<file path="config.mk">
export PLATFORM = sky130hd
export DESIGN_NAME = priority_coder_stream
export DESIGN_NICKNAME = d
export VERILOG_FILES = /design/src/rtl/priority_coder_stream.sv
export SDC_FILE = /design/constraint.sdc
export NUM_CORES = 1
export LEC_CHECK = 0
export ABC_AREA = 1
export BUFFER_PORTS_ARGS = -buffer_cell sky130_fd_sc_hd__clkbuf_2
export CELL_PAD_IN_SITES_DETAIL_PLACEMENT = 1
export CELL_PAD_IN_SITES_GLOBAL_PLACEMENT = 1
export CORE_MARGIN = 4
export CORE_UTILIZATION = 39
export CTS_BUF_LIST = sky130_fd_sc_hd__clkbuf_8
export CTS_CLUSTER_DIAMETER = 150
export DETAILED_ROUTE_END_ITERATION = 16
export PLACE_DENSITY = 0.89
export SYNTH_ARGS = -nofsm -noshare
export SYNTH_HDL_FRONTEND = slang
export SYNTH_SLANG_ARGS = --single-unit
</file>
<file path="constraint.sdc">
create_clock -name clk -period 2.3 [get_ports clk]
set_clock_uncertainty 0.1 [all_clocks]
set_input_delay 0.115 -clock clk [delete_from_list [all_inputs] [get_ports clk]]
set_output_delay 0.115 -clock clk [all_outputs]
set_load 0.1 [all_outputs]
</file>
<file path="src/rtl/priority_coder_stream.sv">
// priority_coder_stream
// Captures a DATA_W-bit request vector through a valid/ready handshake and
// reports the index of every set bit, one index per output handshake.
// MSB_FIRST selects whether the lowest or highest set index goes first.
// Optional feature macro: PRIORITY_CODER_STREAM_COUNT_EN
//   adds out_remain (popcount of the unreported bits) and drop_cnt
//   (saturating count of accepted all-zero vectors).
module priority_coder_stream #(
  parameter int DATA_W    = 16,
  parameter int POS_W     = 4,
  parameter bit MSB_FIRST = 1'b0
) (
  input  logic              clk,
  input  logic              rst_n,
  input  logic              in_valid,
  output logic              in_ready,
  input  logic [DATA_W-1:0] in_data,
  output logic              out_valid,
  input  logic              out_ready,
  output logic [POS_W-1:0]  out_pos,
  output logic              out_last,
  output logic              busy
`ifdef PRIORITY_CODER_STREAM_COUNT_EN
  ,
  output logic [POS_W:0]    out_remain,
  output logic [7:0]        drop_cnt
`endif
);

  // Every index up to DATA_W-1 must fit in out_pos.
  generate
    if (DATA_W < 2 || (2 ** POS_W) < DATA_W) begin : g_bad_params
      $error("priority_coder_stream: need DATA_W >= 2 and 2**POS_W >= DATA_W");
    end
  endgenerate

  typedef enum logic {
    S_IDLE = 1'b0,
    S_EMIT = 1'b1
  } state_t;

  state_t              r_state;
  state_t              w_state_nxt;
  logic [DATA_W-1:0]   r_pending;
  logic [POS_W-1:0]    w_sel_idx;
  logic [DATA_W-1:0]   w_sel_mask;
  logic                w_one_left;
  logic                w_out_hs;
  logic                w_in_accept;

  // Index of the bit to report next; a later hit in the loop overrides an
  // earlier one, so the loop direction sets which end wins.
  function automatic logic [POS_W-1:0] f_sel_idx(input logic [DATA_W-1:0] vec);
    logic [POS_W-1:0] idx;
    idx = '0;
    if (MSB_FIRST) begin
      for (int i = 0; i < DATA_W; i++) begin
        if (vec[i]) idx = POS_W'(i);
      end
    end else begin
      for (int i = DATA_W - 1; i >= 0; i--) begin
        if (vec[i]) idx = POS_W'(i);
      end
    end
    return idx;
  endfunction

`ifdef PRIORITY_CODER_STREAM_COUNT_EN
  // Number of set bits, sized so DATA_W itself is representable.
  function automatic logic [POS_W:0] f_popcount(input logic [DATA_W-1:0] vec);
    logic [POS_W:0] cnt;
    cnt = '0;
    for (int i = 0; i < DATA_W; i++) begin
      cnt = cnt + (POS_W + 1)'(vec[i]);
    end
    return cnt;
  endfunction
`endif

  assign w_sel_idx   = f_sel_idx(r_pending);
  // A vector with exactly one bit set clears to zero when its lowest bit is removed.
  assign w_one_left  = (r_pending != '0) && ((r_pending & (r_pending - DATA_W'(1))) == '0);
  assign w_out_hs    = (r_state == S_EMIT) && out_ready;
  assign w_in_accept = (r_state == S_IDLE) && in_valid;

  // One-hot mask of the reported bit, used to clear it on handshake.
  always_comb begin
    w_sel_mask = '0;
    for (int i = 0; i < DATA_W; i++) begin
      w_sel_mask[i] = (POS_W'(i) == w_sel_idx);
    end
  end

  // FSM state register.
  always_ff @(posedge clk or negedge rst_n) begin
    if (!rst_n) begin
      r_state <= S_IDLE;
    end else begin
      r_state <= w_state_nxt;
    end
  end

  // FSM next state: leave IDLE only for a non-empty vector, leave EMIT on the final beat.
  always_comb begin
    w_state_nxt = r_state;
    case (r_state)
      S_IDLE: if (in_valid && (in_data != '0)) w_state_nxt = S_EMIT;
      S_EMIT: if (out_ready && w_one_left)     w_state_nxt = S_IDLE;
      default: w_state_nxt = S_IDLE;
    endcase
  end

  // Pending bits: load on accept (a zero vector loads zero), drop the reported bit on handshake.
  always_ff @(posedge clk or negedge rst_n) begin
    if (!rst_n) begin
      r_pending <= '0;
    end else if (w_in_accept) begin
      r_pending <= in_data;
    end else if (w_out_hs) begin
      r_pending <= r_pending & ~w_sel_mask;
    end
  end

  // FSM outputs, decoded from registered state and pending bits only.
  always_comb begin
    in_ready  = (r_state == S_IDLE);
    out_valid = (r_state == S_EMIT);
    busy      = (r_state == S_EMIT);
    out_pos   = (r_state == S_EMIT) ? w_sel_idx : '0;
    out_last  = (r_state == S_EMIT) && w_one_left;
  end

`ifdef PRIORITY_CODER_STREAM_COUNT_EN
  logic [7:0] r_drop_cnt;

  // Count accepted all-zero vectors, holding at 255.
  always_ff @(posedge clk or negedge rst_n) begin
    if (!rst_n) begin
      r_drop_cnt <= '0;
    end else if (w_in_accept && (in_data == '0) && (r_drop_cnt != 8'hFF)) begin
      r_drop_cnt <= r_drop_cnt + 8'd1;
    end
  end

  assign drop_cnt   = r_drop_cnt;
  // Pending is zero in IDLE, so this reads 0 there without extra gating.
  assign out_remain = f_popcount(r_pending);
`endif

endmodule
</file>
==> flow_summary.rst <==
.. list-table::
   :header-rows: 1

   * - Metric
     - Value
   * - Gate count of the mapped netlist
     - 179
   * - Capture instance of the worst register-to-register path
     - busy
   * - Final Routed Wirelength
     - 5020 µm
   * - Starting Density
     - 41.1%
   * - GP Congestion
     - 0.839
   * - Result of the run
     - complete, but fails checks
   * - Nets
     - 239
   * - Required time of the worst setup path
     - 2.09 ns
   * - Die Footprint
     - 0.00419 mm²
   * - Syn Nets
     - 199
   * - Drt initial violations
     - 88
   * - Final critical delay including setup and external delays
     - 2.33 ns
   * - Number of unique standard cell types used by synthesis
     - 28
   * - Number of synthesized register bits
     - 17
   * - Global-route wire length before repair
     - 7250 µm
   * - Clock sinks
     - 17
   * - Routed wire per std cell
     - 19.2 µm
   * - Number of diodes
     - 0
   * - Critical hold path startpoint
     - in_data[4]
   * - Placement Cell Area
     - 0.00152 mm²
   * - Parity-gate share of the synthesized area counting xor and xnor cells
     - 0%
   * - Dominant combinational cell family by area after synthesis
     - simple AND/OR/NAND/NOR gates
   * - Row count
     - 20
   * - Least-Margin Pin Slew
     - 0.562 ns
   * - Post-detail-place hpwl
     - 3250 µm
   * - Setup repair after global routing missed its margin
     - yes
   * - Share of post-route cells with drive strength above 1
     - 36.7%
   * - Number of hold violations in the final report
     - 0
   * - Top Family by Delay on Critical Path
     - simple AND/OR/NAND/NOR gates
   * - Reg2Reg Depth
     - 12
   * - TritonCTS clock tree
     - done
   * - Share of synthesized cell area in full adder, half adder and majority cells
     - 0%
   * - Root cell of the clock tree
     - clkbuf_8
   * - Crit Path Class
     - flip-flop to output pin
   * - Setup crit end kind
     - output pin
   * - Final Cycle Share
     - 101%
   * - Vias in the first global route
     - 1494
   * - Relative slew slack
     - 62.7%
   * - Busiest layer in global routing
     - met2
   * - Highest Clock Rate
     - 430 MHz
   * - Slack of the worst reg-to-reg path
     - 0.31 ns
   * - Max cap viols
     - 0
   * - Core Box Area
     - 0.00305 mm²
   * - Biggest fanout along the worst timing path
     - 4
   * - DRT antenna net count
     - 0
   * - Share of the core filled with cells
     - 55.5%
   * - Routed vias/inst
     - 5.61
   * - Clock edge transition at the registers on the reported setup and hold paths
     - 0.08 ns
   * - GR met3 Demand/Resource
     - 2.77%
   * - Mapped Area
     - 0.00125 mm²
   * - Area taken by multi-input logic gates
     - 806 µm²
   * - Boundary pin count
     - 28
   * - Number of buffer cells added on primary ports
     - 27
   * - Post-placement worst setup slack
     - 0.255 ns
   * - Number of antenna violations at the first check in global routing
     - 0
   * - Startpoint type of the worst setup path
     - flip-flop
   * - Maximum count of clock buffers along a single path
     - 2
   * - Final-layout fill cell count
     - 401
   * - Final setup violation count
     - 1
   * - Buf+Inv Stages, Crit Path
     - 1
   * - Syn-to-layout area delta
     - 35.2%
   * - Total congestion overflow
     - 0
   * - Number of detailed-route iterations in the first pass
     - 4
   * - Crit path setup slack, layout
     - -0.0259 ns
   * - Final instance area
     - 0.00170 mm²
   * - Crit-path slowest cell
     - dfrtp_2
   * - Critical path, cell by cell
     - nor2_4 > nand2_4 > nor2_8 > nand2_4 > nor2_4 > nand2_2 > o21ai_2 > nand3_2 > nor3_4 > buf_12
   * - Number of stages on the worst setup path
     - 10
   * - Number of CTS-inserted buffers
     - 3
   * - Termination of the worst setup path
     - out_last
   * - Class of the most critical hold timing path
     - input port to flip-flop
   * - Syn avg cell area
     - 7.00 µm²
   * - Met2 track utilization from global routing
     - 41.2%
   * - Critical register-to-register path startpoint
     - r_pending[1]
   * - Largest net degree at the start of global routing
     - 21
   * - Data arrival time of the critical path
     - 2.11 ns
   * - Violated checks
     - negative setup slack
   * - Yosys Warn Count
     - 0
   * - Insertion delay of the later-clocked pin in the worst-skew pair
     - 0.26 ns
   * - DRC Markers
     - 0
   * - X dimension of the die
     - 64.7 µm
   * - Largest incremental delay on the critical path
     - 0.44 ns
   * - Global routing usage summed across all routing layers
     - 22.4%
   * - Die Y
     - 64.7 µm
   * - Total number of vias
     - 1471
   * - Mux cell area share after synthesis
     - 0%
   * - Number of H-tree branching levels
     - 1
   * - Reg area
     - 433 µm²
   * - Area fraction in compound gates after synthesis
     - 16.1%
   * - Area fraction in and, or, nand and nor cells after synthesis
     - 41.6%
   * - Met1 Resource Use GR
     - 26.8%
   * - Sequential cell area fraction in the yosys report
     - 33.9%
   * - Max-slew violation total from the final report
     - 0
   * - Beginning of the critical path
     - r_pending[1]
==> state kept, by name, summed over array words and instances (netlist names) <==
name / flops
busy: 1
r_pending: 16
==> metrics by stage <==
| stage | cells | hold slack [ns] | setup TNS, ns |
|---|---|---|---|
| final | 262 | 0.00423 | -0.0259 |
| after floorplan | 179 | -0.281 | 0 |
| after global placement | 247 | -0.0153 | 0 |
| after global routing | 262 | 0.0185 | -0.211 |
| after CTS | 253 | 0.0117 | 0 |
| after detailed placement | 247 | -0.0120 | 0 |
==> cell type report <==
type | count | area share, %
well taps | 44 | 3.25
clock buffers | 3 | 2.44
repair buffers | 40 | 15.6
multi-input cells | 135 | 47.5
inverters | 22 | 5.31
flip-flops and latches | 17 | 25.5
clock inverters | 1 | 0.295
==> cell families after synthesis <==
logic type      count (synthesis)
flops                          17
compound gates                 27
simple gates                  108
buf+inv                        27
==> cells in the mapped netlist, drive strengths merged <==
| master | n | area share [%] |
|---|---|---|
| a211oi | 1 | 0.60 |
| a21oi | 3 | 1.2 |
| a31oi | 2 | 1.0 |
| buf | 2 | 0.90 |
| clkbuf | 3 | 0.90 |
| dfrtp | 17 | 34 |
| inv | 22 | 6.6 |
| nand2 | 66 | 22 |
| nand3 | 8 | 3.6 |
| nand4 | 6 | 3.0 |
| nor2 | 21 | 10 |
| nor3 | 4 | 1.6 |
| nor4 | 3 | 1.5 |
| o211ai | 8 | 5.2 |
| o21ai | 5 | 2.6 |
| o311ai | 7 | 4.9 |
| o31ai | 1 | 0.60 |
==> layout by cell type (no fill, tap or decap), types with 4 or more instances in the layout <==
cell,Yosys,routed
o311ai_0,6,6
nor2_2,4,4
nand4_1,6,6
o211ai_1,7,7
nor2_4,3,5
clkbuf_2,0,25
inv_1,19,18
buf_4,1,12
nand2_1,60,58
dfrtp_2,0,6
nor2_1,13,11
nand3_1,7,7
nand2_2,4,5
dfrtp_1,17,11
==> tightest hold or removal path, cell delays in order <==
cell and delay, ns:
clkbuf_2 0.09, o31ai_1 0.07, nand2_1 0.06
==> per-layer routing <==
| layer | wire length, µm | vias to the layer above |
|---|---|---|
| li1 | - | 675 |
| met1 | 2040 | 718 |
| met2 | 2570 | 63 |
| met3 | 276 | 15 |
| met4 | 135 | 0 |
| met5 | 0 | - |
==> worst min path at each step <==
stage	end	slack, ns	cells after the start
2_1_floorplan	busy	-0.28	0
3_3_place_gp	r_pending[13]	-0.02	1
3_5_place_dp	r_pending[13]	-0.01	1
4_1_cts	r_pending[3]	0.01	3
5_1_grt	r_pending[4]	0.02	3
6_report	busy	0.004	3
==> repair_timing <==
item,in CTS,in global routing
endpoints found under the hold margin,17,0
setup buffers,1,9
pin swaps,1,9
setup endpoints to repair,1,2
gates cloned,0,0
hold buffers,1,0
resized for setup,3,14
Power is not shown: default switching activity piles up to over one toggle a cycle in this logic, so the estimate is an artifact.
